===== src/rtl/pwm_audio_pkg.sv =====
// Shared definitions for the PWM audio output path.
//
// Contents:
//   DEFAULT_N       default PWM resolution (duty values are N+1 bits wide)
//   DEFAULT_DATA_W  default width of signed audio samples
//   midscale(n)     duty value for silence, 2^(n-1)
//   to_duty(...)    signed sample -> rounded unsigned duty value (0..2^n)
package pwm_audio_pkg;

    localparam int DEFAULT_N      = 10;
    localparam int DEFAULT_DATA_W = 16;

    function automatic int unsigned midscale(input int unsigned n);
        return 32'd1 << (n - 1);
    endfunction

    // Inverting the sign bit maps two's complement onto offset binary.
    // Adding half an output LSB before the shift rounds to nearest. The
    // work is done in 33 bits so the rounding add can carry one bit past
    // the sample width, which is how the value 2^n (always-high) arises.
    // Only the low data_w bits of 'sample' are used.
    function automatic logic [31:0] to_duty(input logic [31:0] sample,
                                            input int data_w = DEFAULT_DATA_W,
                                            input int n      = DEFAULT_N);
        logic [32:0] mask;
        logic [32:0] u;
        logic [32:0] r;
        mask = (33'd1 << data_w) - 33'd1;
        u    = ({1'b0, sample} ^ (33'd1 << (data_w - 1))) & mask;
        r    = (u + (33'd1 << (data_w - n - 1))) >> (data_w - n);
        return r[31:0];
    endfunction

endpackage


===== src/rtl/sample_fifo.sv =====
// Small synchronous FIFO holding audio samples between the filter chain and
// the PWM period boundary.
//
// Ports:
//   clk, reset_n   clock, asynchronous active-low reset (clears contents)
//   push, wr_data  write request; ignored when full
//   pop            read request; ignored when empty
//   rd_data        current head of the FIFO (valid when not empty)
//   full, empty    combinational from the registered occupancy only
//   level          registered occupancy, 0..DEPTH
module sample_fifo
    import pwm_audio_pkg::*;
#(
    parameter int DATA_W = DEFAULT_DATA_W,
    parameter int DEPTH  = 4
) (
    input  logic                     clk,
    input  logic                     reset_n,
    input  logic                     push,
    input  logic [DATA_W-1:0]        wr_data,
    input  logic                     pop,
    output logic [DATA_W-1:0]        rd_data,
    output logic                     full,
    output logic                     empty,
    output logic [$clog2(DEPTH):0]   level
);

    localparam int AW = $clog2(DEPTH);

    logic [DATA_W-1:0] mem_q [DEPTH];
    logic [DATA_W-1:0] mem_d [DEPTH];
    logic [AW-1:0]     wr_ptr_q, wr_ptr_d;
    logic [AW-1:0]     rd_ptr_q, rd_ptr_d;
    logic [AW:0]       level_q, level_d;
    logic              do_push;
    logic              do_pop;

    always_comb begin
        full     = (level_q == (AW+1)'(DEPTH));
        empty    = (level_q == '0);
        // A full FIFO refuses a push even if a pop happens in the same cycle.
        do_push  = push && !full;
        do_pop   = pop && !empty;
        mem_d    = mem_q;
        wr_ptr_d = wr_ptr_q;
        rd_ptr_d = rd_ptr_q;
        level_d  = level_q;
        if (do_push) begin
            mem_d[wr_ptr_q] = wr_data;
            // DEPTH is a power of two, so pointers wrap naturally.
            wr_ptr_d        = wr_ptr_q + 1'b1;
        end
        if (do_pop) begin
            rd_ptr_d = rd_ptr_q + 1'b1;
        end
        case ({do_push, do_pop})
            2'b10:   level_d = level_q + 1'b1;
            2'b01:   level_d = level_q - 1'b1;
            default: level_d = level_q;
        endcase
    end

    always_ff @(posedge clk or negedge reset_n) begin
        if (!reset_n) begin
            for (int i = 0; i < DEPTH; i++) begin
                mem_q[i] <= '0;
            end
            wr_ptr_q <= '0;
            rd_ptr_q <= '0;
            level_q  <= '0;
        end else begin
            mem_q    <= mem_d;
            wr_ptr_q <= wr_ptr_d;
            rd_ptr_q <= rd_ptr_d;
            level_q  <= level_d;
        end
    end

    assign rd_data = mem_q[rd_ptr_q];
    assign level   = level_q;

endmodule


===== src/rtl/pwm_sample_feeder.sv =====
// Feeds one duty value per PWM period to the PWM output stage.
//
// Samples arrive from the filter chain over a valid/ready handshake and are
// buffered in sample_fifo. A free-running N-bit period counter, reset and
// clocked together with the PWM stage, marks the last cycle of each period
// (the boundary). On the boundary the FIFO head is popped and its rounded
// duty value registered, so the new value appears exactly when the PWM
// counter wraps to 0 and holds for the whole period.
//
// Handshake: a sample transfers on any cycle where s_valid && s_ready.
// s_ready depends only on registered occupancy, never on s_valid or mute.
//
// Ports:
//   clk, reset_n   clock and asynchronous active-low reset (shared with PWM)
//   s_data/s_valid/s_ready  signed sample input handshake
//   mute           forces midscale from the next boundary, discarding a sample
//   duty_val       duty value to PWM stage, 0..2^N
//   sample_tick    one-cycle pulse: a sample was popped at the last boundary
//   underrun       one-cycle pulse: FIFO was empty at the last boundary
//   underrun_cnt   saturating count of underruns
//   fill_level     registered FIFO occupancy
module pwm_sample_feeder
    import pwm_audio_pkg::*;
#(
    parameter int N      = DEFAULT_N,
    parameter int DATA_W = DEFAULT_DATA_W,
    parameter int DEPTH  = 4
) (
    input  logic                     clk,
    input  logic                     reset_n,
    input  logic [DATA_W-1:0]        s_data,
    input  logic                     s_valid,
    output logic                     s_ready,
    input  logic                     mute,
    output logic [N:0]               duty_val,
    output logic                     sample_tick,
    output logic                     underrun,
    output logic [7:0]               underrun_cnt,
    output logic [$clog2(DEPTH):0]   fill_level
);

    localparam logic [N:0] MIDSCALE = (N+1)'(midscale(N));

    logic [N-1:0]      cnt_q, cnt_d;
    logic [N:0]        duty_q, duty_d;
    logic              tick_q, tick_d;
    logic              under_q, under_d;
    logic [7:0]        ucnt_q, ucnt_d;

    logic              boundary;
    logic              fifo_push;
    logic              fifo_pop;
    logic              fifo_full;
    logic              fifo_empty;
    logic [DATA_W-1:0] fifo_head;
    logic [N:0]        head_duty;

    sample_fifo #(
        .DATA_W (DATA_W),
        .DEPTH  (DEPTH)
    ) u_fifo (
        .clk     (clk),
        .reset_n (reset_n),
        .push    (fifo_push),
        .wr_data (s_data),
        .pop     (fifo_pop),
        .rd_data (fifo_head),
        .full    (fifo_full),
        .empty   (fifo_empty),
        .level   (fill_level)
    );

    always_comb begin
        boundary  = (cnt_q == '1);
        s_ready   = !fifo_full;
        fifo_push = s_valid && s_ready;
        // A push landing on a boundary into an empty FIFO is not bypassed:
        // the pop decision uses the registered empty flag only.
        fifo_pop  = boundary && !fifo_empty;
        head_duty = (N+1)'(to_duty(32'(fifo_head), DATA_W, N));
    end

    always_comb begin
        cnt_d   = cnt_q + 1'b1;
        duty_d  = duty_q;
        tick_d  = 1'b0;
        under_d = 1'b0;
        ucnt_d  = ucnt_q;
        if (boundary) begin
            if (fifo_empty) begin
                under_d = 1'b1;
                if (ucnt_q != 8'hFF) begin
                    ucnt_d = ucnt_q + 1'b1;
                end
            end else begin
                tick_d = 1'b1;
                duty_d = head_duty;
            end
            // Mute wins over both cases: any popped sample is dropped.
            if (mute) begin
                duty_d = MIDSCALE;
            end
        end
    end

    always_ff @(posedge clk or negedge reset_n) begin
        if (!reset_n) begin
            cnt_q   <= '0;
            duty_q  <= MIDSCALE;
            tick_q  <= 1'b0;
            under_q <= 1'b0;
            ucnt_q  <= '0;
        end else begin
            cnt_q   <= cnt_d;
            duty_q  <= duty_d;
            tick_q  <= tick_d;
            under_q <= under_d;
            ucnt_q  <= ucnt_d;
        end
    end

    assign duty_val     = duty_q;
    assign sample_tick  = tick_q;
    assign underrun     = under_q;
    assign underrun_cnt = ucnt_q;

endmodule


===== config.mk =====
export PLATFORM = sky130hd
export DESIGN_NAME = pwm_sample_feeder
export DESIGN_NICKNAME = d
export VERILOG_FILES = /design/src/rtl/pwm_audio_pkg.sv /design/src/rtl/sample_fifo.sv /design/src/rtl/pwm_sample_feeder.sv
export SDC_FILE = /design/constraint.sdc
export NUM_CORES = 1
export LEC_CHECK = 0
export BUFFER_PORTS_ARGS = -buffer_cell sky130_fd_sc_hd__buf_2
export CAP_MARGIN = 5
export CORE_MARGIN = 5
export CORE_UTILIZATION = 50
export DETAILED_ROUTE_END_ITERATION = 10
export GPL_ROUTABILITY_DRIVEN = 0
export PLACE_DENSITY_LB_ADDON = 0.2
export SLEW_MARGIN = 30
export SYNTH_ARGS = -nofsm -noshare
export SYNTH_HDL_FRONTEND = slang
export SYNTH_SLANG_ARGS = --single-unit

===== constraint.sdc =====
create_clock -name clk -period 2.6 [get_ports clk]
set_input_delay 0.26 -clock clk [delete_from_list [all_inputs] [get_ports clk]]
set_output_delay 0.26 -clock clk [all_outputs]
set_load 0.02 [all_outputs]

==> out/results.tsv, run 1 <==
metric	value	unit
status	completed	
num_antenna_cells	0	
floorplan.die_area	9340	sq um
nets	349	
postSynthRegisterBits	82	
global_routing_usage_summed_across_all_routing_layers	14.92	%
fp-row-count	31	
leakage	1.963	nW
avg_synthesized_cell_area	13.80	sq um
endpoint_kind	flip-flop	
clockPowerShare	24.3	%
final_cell_mix	sky130_fd_sc_hd__dfrtp_1, sky130_fd_sc_hd__mux2_2, sky130_fd_sc_hd__buf_2	
finalHoldViolCount	0	
finalSetupViolCount	0	
setup-tns-final	0	ns
worstPathMaxFanout	6	
numPortBuffers	39	
cts_made_buffers	9	
yosys_most_used_dff	sky130_fd_sc_hd__dfrtp_1	
postSynthCellCount	272	
areaGrowthSynthToFinish	14.87	%
rsz0062_at_grt	no	
vias_in_the_first_global_route	2291	
powerDensity	951.2	nW/um^2
drive_gt1_share	37.54	%
post-place-cells	407	
die-height	96.65	microns
ys_warn_count	0	
netSwitchingFraction	29.12	%
max-clock-path-buffers	2	
worst-endpoint-required	2.86	ns
hold_class	in2reg	
maxCapViolations	0	
cts_root_buffer	sky130_fd_sc_hd__clkbuf_8	
setup_slack	0.2689	ns
detailroute.via_count	2207	
drt_first_iter_violations	71	
drcViolationCount	0	
mostFrequentLayoutCell	sky130_fd_sc_hd__dfrtp_1	
power.internal	2.907	mW
hpwl	4593	microns
post-layout-total-power	4.101	mW
share_comb_of_total_power	30.0	%
synth_area	3754	sq um
timing.final.crit_period	2.331	ns
clock_skew	0.009967	ns
start_util	51.48	%
synth-edff-count	0	
post_cts_setup_repair_bufs	0	
placement.setup.worst_slack	0.3009	ns
clock-sinks	82	
crit_arrival	2.59	ns
route.antenna.remaining_nets	0	
grt_pass1_wl	11350	microns
ys_seq_area_share	54.70	%
syn-num-nets	301	
synth.distinct_cells	37	
io_pins	45	
die_w	96.65	microns
tritoncts	built	
firstDrtPassIters	5	
setup.worst_path.start_class	flip-flop	
async_flop_share	100.0	%
postRouteWirelength	6507	microns
p_sw	1.194	mW
grt_remaining_overflow	0	
final_core_utilization	59.13	%
final-instance-count-excl-fill	424	
seqPwrFrac	45.7	%
clock.fmax	429.0	MHz
core_region_area	7292	sq um
worst_skew_pair.late_latency	0.33	ns
period_share	89.66	%
actual_transition_at_the_worst_max_transition_pin	0.5995	ns
clock_pin_slew_on_the_worst_setup_and_hold_paths	0.08	ns
vdd_ir_drop_max	0.4303	mV
worst-setup-path-type	reg2reg	
vias_per_cell	5.205	
timing.slew.headroom	60.03	%
final_max_slew_viol_count	0	
grt_max_degree	48	
wl_per_cell	15.35	microns
number_of_levels_the_h_tree_was_split_into	3	
number_of_antenna_violations_at_the_first_check_in_global_routing	0	
-- synthesized netlist by cell type, drive strengths merged, types with 2 or more instances --
| cell | count | share of area [%] |
|---|---|---|
| dfrtp | 81 | 54 |
| nor3 | 2 | 0.40 |
| clkbuf | 2 | 0.20 |
| ha | 8 | 2.7 |
| nand4 | 11 | 2.6 |
| inv | 9 | 0.90 |
| mux2 | 45 | 14 |
| and2 | 2 | 0.40 |
| xor2 | 9 | 2.1 |
| o21ai | 9 | 1.2 |
| mux4 | 11 | 6.9 |
| nand3 | 6 | 0.93 |
| buf | 7 | 1.1 |
| and3 | 7 | 1.3 |
| xnor2 | 21 | 4.9 |
| nand2 | 24 | 2.4 |
| nor2 | 7 | 0.70 |
-- worst paths after layout --
kind | from | to | slack (ns) | cells after the start
min in group asynchronous | reset_n | cnt_q[3]$_DFF_PN0_ | 0.47 | 2
max in group asynchronous | reset_n | u_fifo.mem_q[25]$_DFFE_PN0P_ | 1.52 | 3
worst max register to register | cnt_q[0]$_DFF_PN0_ | u_fifo.level[2]$_DFFE_PN0P_ | 0.27 | 10
worst max-delay path | cnt_q[0]$_DFF_PN0_ | u_fifo.level[2]$_DFFE_PN0P_ | 0.27 | 10
worst min-delay path | mute | duty_val[1]$_DFFE_PN0P_ | 0.17 | 2
worst min register to register | duty_val[1]$_DFFE_PN0P_ | duty_val[1]$_DFFE_PN0P_ | 0.48 | 2
-- what timing repair did --
action                                  in CTS  in global routing
gates resized for setup                      0                  0
hold buffers                                 1                  0
endpoints found under the hold margin       45                  0
endpoints found under the setup margin       0                  0
-- flip-flops by register name, summed over array words and instances (netlist names) --
| name | flops |
|---|---|
| u_fifo.rd_ptr_q | 2 |
| underrun | 1 |
| u_fifo.mem_q | 44 |
| underrun_cnt | 8 |
| cnt_q | 10 |
| sample_tick | 1 |
| u_fifo.level | 3 |
| u_fifo.wr_ptr_q | 2 |
| duty_val | 11 |
-- per-layer routing --
metal  part of all wire [%]  wire length [microns]  track usage (%)  vias to the layer above
met3                    3.0                    194            3.022                        4
met2                     49                   3175            22.45                       39
li1                       -                      -                -                     1062
met5                      0                      0                0                        -
met1                     47                   3065            21.02                     1102
met4                    1.1                     72            6.479                        0
-- kinds of logic (layout without fill, tap and decap cells) --
| kind of cell | Yosys count | after routing | share of synthesized area, % |
|---|---|---|---|
| DFF | 82 | 82 | 54.70 |
| and+or+nand+nor | 62 | 62 | 9.300 |
| muxes | 57 | 57 | 20.67 |
| xor gates and xnor gates | 30 | 30 | 7.000 |
| buffers and inverters | 18 | 71 | 2.200 |
| AOI/OAI and AO/OA | 14 | 14 | 2.933 |
| adders and majority gates | 9 | 9 | 3.200 |
-- layout make-up --
class	count	area, sq um
tap	99	123.9
clock buffer	13	148.9
multi-input combinational	172	1622
timing repair buffer	46	265.3
sequential	82	2053
clock inverter	3	65.06
fill	654	2980
inverter	9	33.78
-- power by group through the flow --
stage          logic (mW)  registers (mW)  clock network, mW
2_1_floorplan       0.969            1.88                  0
3_3_place_gp         1.22            1.88                  0
3_5_place_dp         1.25            1.90                  0
4_1_cts              1.25            1.88               1.03
5_1_grt              1.36            1.93               1.08
6_report             1.23            1.88              0.996
-- through the flow --
| stage | hold WS [ns] | cell area, sq um |
|---|---|---|
| after floorplan | -0.03559 | 3754 |
| after global placement | 0.3109 | 4084 |
| after detailed placement | 0.3119 | 4084 |
| after CTS | 0.1402 | 4308 |
| after global routing | 0.1607 | 4312 |
| final | 0.1669 | 4312 |
-- worst max-delay path, stage by stage (launching register included) --
cell	delay [ns]
sky130_fd_sc_hd__dfrtp_1	0.42
sky130_fd_sc_hd__ha_1	0.27
sky130_fd_sc_hd__and3_1	0.20
sky130_fd_sc_hd__nand4_2	0.11
sky130_fd_sc_hd__nor2_1	0.15
sky130_fd_sc_hd__ha_1	0.21
sky130_fd_sc_hd__inv_1	0.06
sky130_fd_sc_hd__fa_1	0.38
sky130_fd_sc_hd__xor2_1	0.17
sky130_fd_sc_hd__nor2_1	0.11
sky130_fd_sc_hd__xor2_1	0.17
(Power assumes the default switching activity.)
==> run 2, diff against run 1 <==
--- a/config.mk
+++ b/config.mk
@@ -8,9 +8,10 @@
 export BUFFER_PORTS_ARGS = -buffer_cell sky130_fd_sc_hd__buf_2
 export CAP_MARGIN = 5
 export CORE_MARGIN = 5
-export CORE_UTILIZATION = 50
+export CORE_UTILIZATION = 58
 export DETAILED_ROUTE_END_ITERATION = 10
 export GPL_ROUTABILITY_DRIVEN = 0
+export GPL_TIMING_DRIVEN = 0
 export PLACE_DENSITY_LB_ADDON = 0.2
 export SLEW_MARGIN = 30
 export SYNTH_ARGS = -nofsm -noshare
==> run 2 against run 1 <==
Net effect: sequential share of layout area decreased by 0.20 points; global-route usage increased by 2.6 points; fmax decreased by 2.9%; cell count decreased by 4.0%; combinational power about the same; power increased by 1.2%; largest cell class unchanged; highest routed layer unchanged.
==> out/results.tsv, run 2 (synthesis results as in run 1) <==
metric	value	unit	change
largest_register_ffs	44		unchanged
firstDrtPassIters	4		-1
maxCapViolations	0		unchanged
path_cells	ha_2 -> and3_1 -> nand4_2 -> nor2_4 -> ha_1 -> inv_1 -> fa_1 -> xor2_1 -> nor2_1 -> xor2_1		
hpwl	4616	microns	+0.51%
max_flop_register	u_fifo.mem_q		
max-clock-path-buffers	2		unchanged
final_cell_mix	sky130_fd_sc_hd__dfrtp_1, sky130_fd_sc_hd__mux2_2, sky130_fd_sc_hd__buf_2		
powerDensity	957.8	nW/um^2	+0.69%
worst-endpoint-required	2.88	ns	+0.02 ns
post-layout-total-power	4.150	mW	+1.2%
fp-row-count	29		-6.5%
vias_in_the_first_global_route	2327		+1.6%
drt-met1-wl	3087	microns	+0.72%
grt_max_degree	66		+38%
leakage	1.976	nW	+0.68%
number_of_antenna_violations_at_the_first_check_in_global_routing	0		unchanged
actual_transition_at_the_worst_max_transition_pin	0.4764	ns	-0.1231 ns
status	completed		
clock.fmax	416.7	MHz	-2.9%
grt_remaining_overflow	0		unchanged
worst-setup-path-type	reg2reg		
detailroute.wirelength.met2	3143	microns	-1.0%
route.antenna.remaining_nets	0		unchanged
postRouteWirelength	6568	microns	+0.94%
crit_arrival	2.68	ns	+0.09 ns
mostFrequentLayoutCell	sky130_fd_sc_hd__dfrtp_1		
drt_first_iter_violations	85		+20%
period_share	92.30	%	+2.6 points
clock-sinks	82		unchanged
die_w	90.45	microns	-6.4%
floorplan.die_area	8180	sq um	-12%
areaGrowthSynthToFinish	15.43	%	
slowest_stage	sky130_fd_sc_hd__dfrtp_1		
clock_pin_slew_on_the_worst_setup_and_hold_paths	0.08	ns	about the same
number_of_levels_the_h_tree_was_split_into	3		unchanged
critical_path.n_buffers_inverters	1		unchanged
hold_class	in2reg		
crit_path_frequent_cell	sky130_fd_sc_hd__xor2_1		
numPortBuffers	39		unchanged
finalHoldViolCount	0		unchanged
detailroute.via_count	2257		+2.3%
num_antenna_cells	0		unchanged
nets	355		+1.7%
critical_path.top_delay_family	adder cells		
final_max_slew_viol_count	0		unchanged
fin_worst_hold_slack	0.1372	ns	-0.02971 ns
finalSetupViolCount	0		unchanged
clock_skew	0.01151	ns	+0.001543 ns
cts_root_buffer	sky130_fd_sc_hd__clkbuf_8		
core_region_area	6314	sq um	-13%
global_routing_usage_summed_across_all_routing_layers	17.52	%	+2.6 points
timing.final.crit_period	2.400	ns	+0.06874 ns
start_util	59.45	%	+8.0 points
fillers	466		-29%
endpoint_kind	flip-flop		
wl_per_cell	16.14	microns	+5.2%
cts_made_buffers	9		unchanged
worstPathMaxFanout	5		-1
tritoncts	built		
worst_skew_pair.late_latency	0.35	ns	+0.02 ns
vias_per_cell	5.545		+6.5%
vdd_ir_drop_max	0.5329	mV	+24%
slowest_delay	0.43	ns	about the same
drive_gt1_share	39.09	%	+1.6 points
timing.slew.headroom	67.99	%	+8.0 points
io_pins	45		unchanged
rsz0062_at_grt	no		
setup.worst_path.start_class	flip-flop		
grt_pass1_wl	11430	microns	+0.67%
highest-signal-layer	met4		
drcViolationCount	0		unchanged
die-height	90.45	microns	-6.4%
met3RoutedLength	191	microns	-1.5%
run 2: cell count changes in the layout (fill, tap and decap cells not counted), sizes merged:
cell and delta:
buf +4, clkinvlp +1
run 2: worst paths after layout:
check	startpoint	end	slack, ns	cells past startpoint
hold / removal	mute	duty_val[1]$_DFFE_PN0P_	0.14	2
max in group asynchronous	reset_n	u_fifo.mem_q[26]$_DFFE_PN0P_	1.75	3
setup reg to reg	cnt_q[1]$_DFF_PN0_	u_fifo.level[2]$_DFFE_PN0P_	0.20	10
setup / recovery	cnt_q[1]$_DFF_PN0_	u_fifo.level[2]$_DFFE_PN0P_	0.20	10
min in group asynchronous	reset_n	cnt_q[5]$_DFF_PN0_	0.30	2
hold reg to reg	cnt_q[5]$_DFF_PN0_	cnt_q[5]$_DFF_PN0_	0.47	1
run 2: stage by stage:
stage	setup TNS (ns)	setup WS [ns]	area, sq um	std cells	util [%]
global route	0	0.02410	4333	407	68.63
global placement	-0.06870	-0.06870	4045	388	64.07
floorplan	0	0.3129	3754	272	-
detailed placement	-0.1176	-0.1176	4079	389	64.61
finish	0	0.2002	4333	407	68.63
CTS	0	0.05165	4314	405	68.33
run 2: where the power goes:
part	total [mW]	internal, mW	switching, mW
Sequential	1.88	1.68	0.202
Combinational	1.26	0.677	0.581
Clock	1.01	0.564	0.448
run 2: repair_timing:
action | in CTS | in global routing
hold buffers | 1 | 0
pin swaps | 0 | 1
hold endpoints to repair | 17 | 0
buffers inserted | 0 | 2
setup endpoints to repair | 1 | 1
gates resized for setup | 2 | 2
run 2: final cells by class:
cell class	instances	area, sq um	share of cell area [%]
plain buffers	9	48.80	1.126
clock buffers	11	141.4	3.263
clock inverters	4	76.32	1.761
inverters	9	33.78	0.7797
multi-input cells	172	1628	37.57
flip-flops and latches	82	2054	47.42
well taps	77	96.34	2.224
repair buffers	43	254.0	5.862
run 2: metal layers:
metal	up-vias	GRT usage (%)
li1	1074	-
met1	1142	24.34
met2	31	26.95
met3	10	3.000
met4	0	8.189
met5	-	0
==> run 3, diff against run 2 <==
--- a/config.mk
+++ b/config.mk
@@ -8,7 +8,7 @@
 export BUFFER_PORTS_ARGS = -buffer_cell sky130_fd_sc_hd__buf_2
 export CAP_MARGIN = 5
 export CORE_MARGIN = 5
-export CORE_UTILIZATION = 58
+export CORE_UTILIZATION = 30
 export DETAILED_ROUTE_END_ITERATION = 10
 export GPL_ROUTABILITY_DRIVEN = 0
 export GPL_TIMING_DRIVEN = 0
==> run 3 against run 2 <==
Net effect: highest routed layer unchanged; die area rose by 82%; fmax up 1.4%; combinational power hardly changed; sequential power barely moved; routed wire length is 12% higher; cell area is 4.8% higher; sequential cell count is the same; critical endpoint unchanged; setup slack improved by 0.033 ns; hold slack gained 0.010 ns; largest power group unchanged.
==> out/results.tsv, run 3 (synthesis results as in run 1) <==
metric	value	unit	change
fin_area	4539	sq um	+4.8%
rsz0062_at_grt	no		
setup.worst_path.start_class	flip-flop		
crit-reg2reg-capture	u_fifo.level[2]$_DFFE_PN0P_		
clock.fmax	422.5	MHz	+1.4%
placed_area	4193	sq um	+2.8%
die_w	121.9	microns	+35%
grt_max_degree	69		+4.5%
grt_remaining_overflow	0		unchanged
core_region_area	12160	sq um	+93%
actual_transition_at_the_worst_max_transition_pin	0.4692	ns	-0.007209 ns
crit_path_frequent_cell	sky130_fd_sc_hd__xor2_1		
leakage	2.017	nW	+2.1%
nets	354		-0.28%
worst-endpoint-required	2.86	ns	-0.02 ns
finalHoldViolCount	0		unchanged
route.antenna.remaining_nets	0		unchanged
post-place-cells	480		+23%
final_core_utilization	37.33	%	-31 points
drt_first_iter_violations	180		+110%
start_util	30.86	%	-29 points
clock_pin_slew_on_the_worst_setup_and_hold_paths	0.06	ns	-0.02 ns
worst-setup-path-type	reg2reg		
drcViolationCount	0		unchanged
fillers	1167		+150%
die-height	121.9	microns	+35%
worst_skew_pair.late_latency	0.34	ns	about the same
worstRegToRegCells	10		unchanged
final-instance-count-excl-fill	498		+22%
global_routing_usage_summed_across_all_routing_layers	10.88	%	-6.6 points
largest_register_ffs	44		unchanged
clock-sinks	82		unchanged
path_cells	ha_2 -> and3_1 -> nand4_2 -> nor2_4 -> ha_1 -> inv_1 -> fa_1 -> xor2_1 -> nor2_1 -> xor2_1		
maxCapViolations	0		unchanged
fp-row-count	40		+38%
wl_per_cell	14.83	microns	-8.1%
timing.final.crit_period	2.367	ns	-0.03324 ns
max-clock-path-buffers	2		unchanged
areaGrowthSynthToFinish	20.93	%	
vias_in_the_first_global_route	2329		+0.086%
hold_class	in2reg		
number_of_levels_the_h_tree_was_split_into	3		unchanged
floorplan.die_area	14850	sq um	+82%
number_of_antenna_violations_at_the_first_check_in_global_routing	0		unchanged
multiInputGateArea	1628	sq um	unchanged
crit_arrival	2.63	ns	-0.05 ns
seqCellArea	2053	sq um	about the same
timing.slew.headroom	68.48	%	+0.48 points
endpoint_kind	flip-flop		
hold_depth	2		unchanged
grt_pass1_wl	12330	microns	+7.9%
powerDensity	994.6	nW/um^2	+3.8%
hold_end	duty_val[1]$_DFFE_PN0P_		
fin_worst_hold_slack	0.1474	ns	+0.01015 ns
cts_made_buffers	9		unchanged
firstDrtPassIters	4		unchanged
worstPathMaxFanout	6		+1
num_antenna_cells	0		unchanged
vdd_ir_drop_max	0.3543	mV	-34%
final_max_slew_viol_count	0		unchanged
min-delay-start	mute		
mostFrequentLayoutCell	sky130_fd_sc_hd__dfrtp_1		
finalSetupViolCount	0		unchanged
tritoncts	built		
period_share	91.02	%	-1.3 points
slowest_stage	sky130_fd_sc_hd__dfrtp_1		
hpwl	5202	microns	+13%
postRouteWirelength	7384	microns	+12%
clock_skew	0.008066	ns	-0.003444 ns
cts_root_buffer	sky130_fd_sc_hd__clkbuf_16		
drive_gt1_share	39.09	%	unchanged
slowest_delay	0.44	ns	about the same
detailroute.via_count	2219		-1.7%
numPortBuffers	39		unchanged
max_flop_register	u_fifo.mem_q		
io_pins	45		unchanged
status	completed		
vias_per_cell	4.456		-20%
final_cell_mix	sky130_fd_sc_hd__dfrtp_1, sky130_fd_sc_hd__mux2_2, sky130_fd_sc_hd__buf_2		
timing.reg2reg.setup_slack	0.23	ns	+0.03 ns
crit-reg2reg-launch	cnt_q[0]$_DFF_PN0_		
==> run 3: cell count changes in the layout (fill, tap and decap cells not counted), sizes merged <==
cell / change
buf: -1
clkbuf: -2
clkinv: +2
clkinvlp: +1
==> run 3: area by class of cell <==
| type | count | area share (%) |
|---|---|---|
| buffer | 9 | 1.075 |
| clock buffer | 9 | 4.961 |
| clock inverter | 7 | 2.067 |
| inverter | 9 | 0.7442 |
| multi-input combinational | 172 | 35.86 |
| sequential | 82 | 45.23 |
| tap | 168 | 4.631 |
| timing repair buffer | 42 | 5.430 |
==> run 3: what timing repair did <==
action	in CTS	in global routing
pin swaps	0	1
buffers inserted	0	1
resized for setup	2	1
hold endpoints to repair	14	0
hold buffers	1	0
cloned	0	0
setup endpoints to repair	1	1
==> run 3: critical path, delay by kind of cell (launching register included) <==
family	cells	cell delay (ns)
flip-flops	1	0.44
buffers and inverters	1	0.06
adder cells (fa/ha/maj)	3	0.81
XOR/XNOR	2	0.31
AND/OR/NAND/NOR	4	0.67
==> run 3: worst max path at each step <==
| stage | startpoint | endpoint | slack [ns] | cells past startpoint |
|---|---|---|---|---|
| final | cnt_q[0]$_DFF_PN0_ | u_fifo.level[2]$_DFFE_PN0P_ | 0.23 | 10 |
| after global placement | cnt_q[0]$_DFF_PN0_ | u_fifo.level[2]$_DFFE_PN0P_ | -0.10 | 10 |
| after detailed placement | cnt_q[0]$_DFF_PN0_ | u_fifo.level[2]$_DFFE_PN0P_ | -0.14 | 10 |
| after global routing | cnt_q[0]$_DFF_PN0_ | u_fifo.level[2]$_DFFE_PN0P_ | 0.02 | 10 |
| after CTS | cnt_q[0]$_DFF_PN0_ | u_fifo.level[2]$_DFFE_PN0P_ | 0.07 | 10 |
| after floorplan | cnt_q[0]$_DFF_PN0_ | u_fifo.level[2]$_DFFE_PN0P_ | 0.31 | 10 |
==> run 3: power breakdown <==
part	internal, mW	switching (mW)
Combinational	0.675	0.594
Clock	0.839	0.522
Sequential	1.68	0.204
Total	3.19	1.32
==> run 3: per-layer routing <==
layer | vias to the layer above | GRT usage, % | part of all wire (%)
met1 | 1114 | 14.54 | 49
li1 | 1070 | - | -
met5 | - | 0 | 0
met3 | 8 | 2.461 | 3.0
met2 | 27 | 16.54 | 46
met4 | 0 | 5.602 | 1.9
==> run 3: stage by stage <==
step	setup TNS (ns)	setup WS (ns)	power (mW)
floorplan	0	0.3129	2.848
global route	0	0.02398	4.780
CTS	0	0.07279	4.572
global placement	-0.1044	-0.1044	3.142
finish	0	0.2334	4.515
detailed placement	-0.1407	-0.1407	3.201
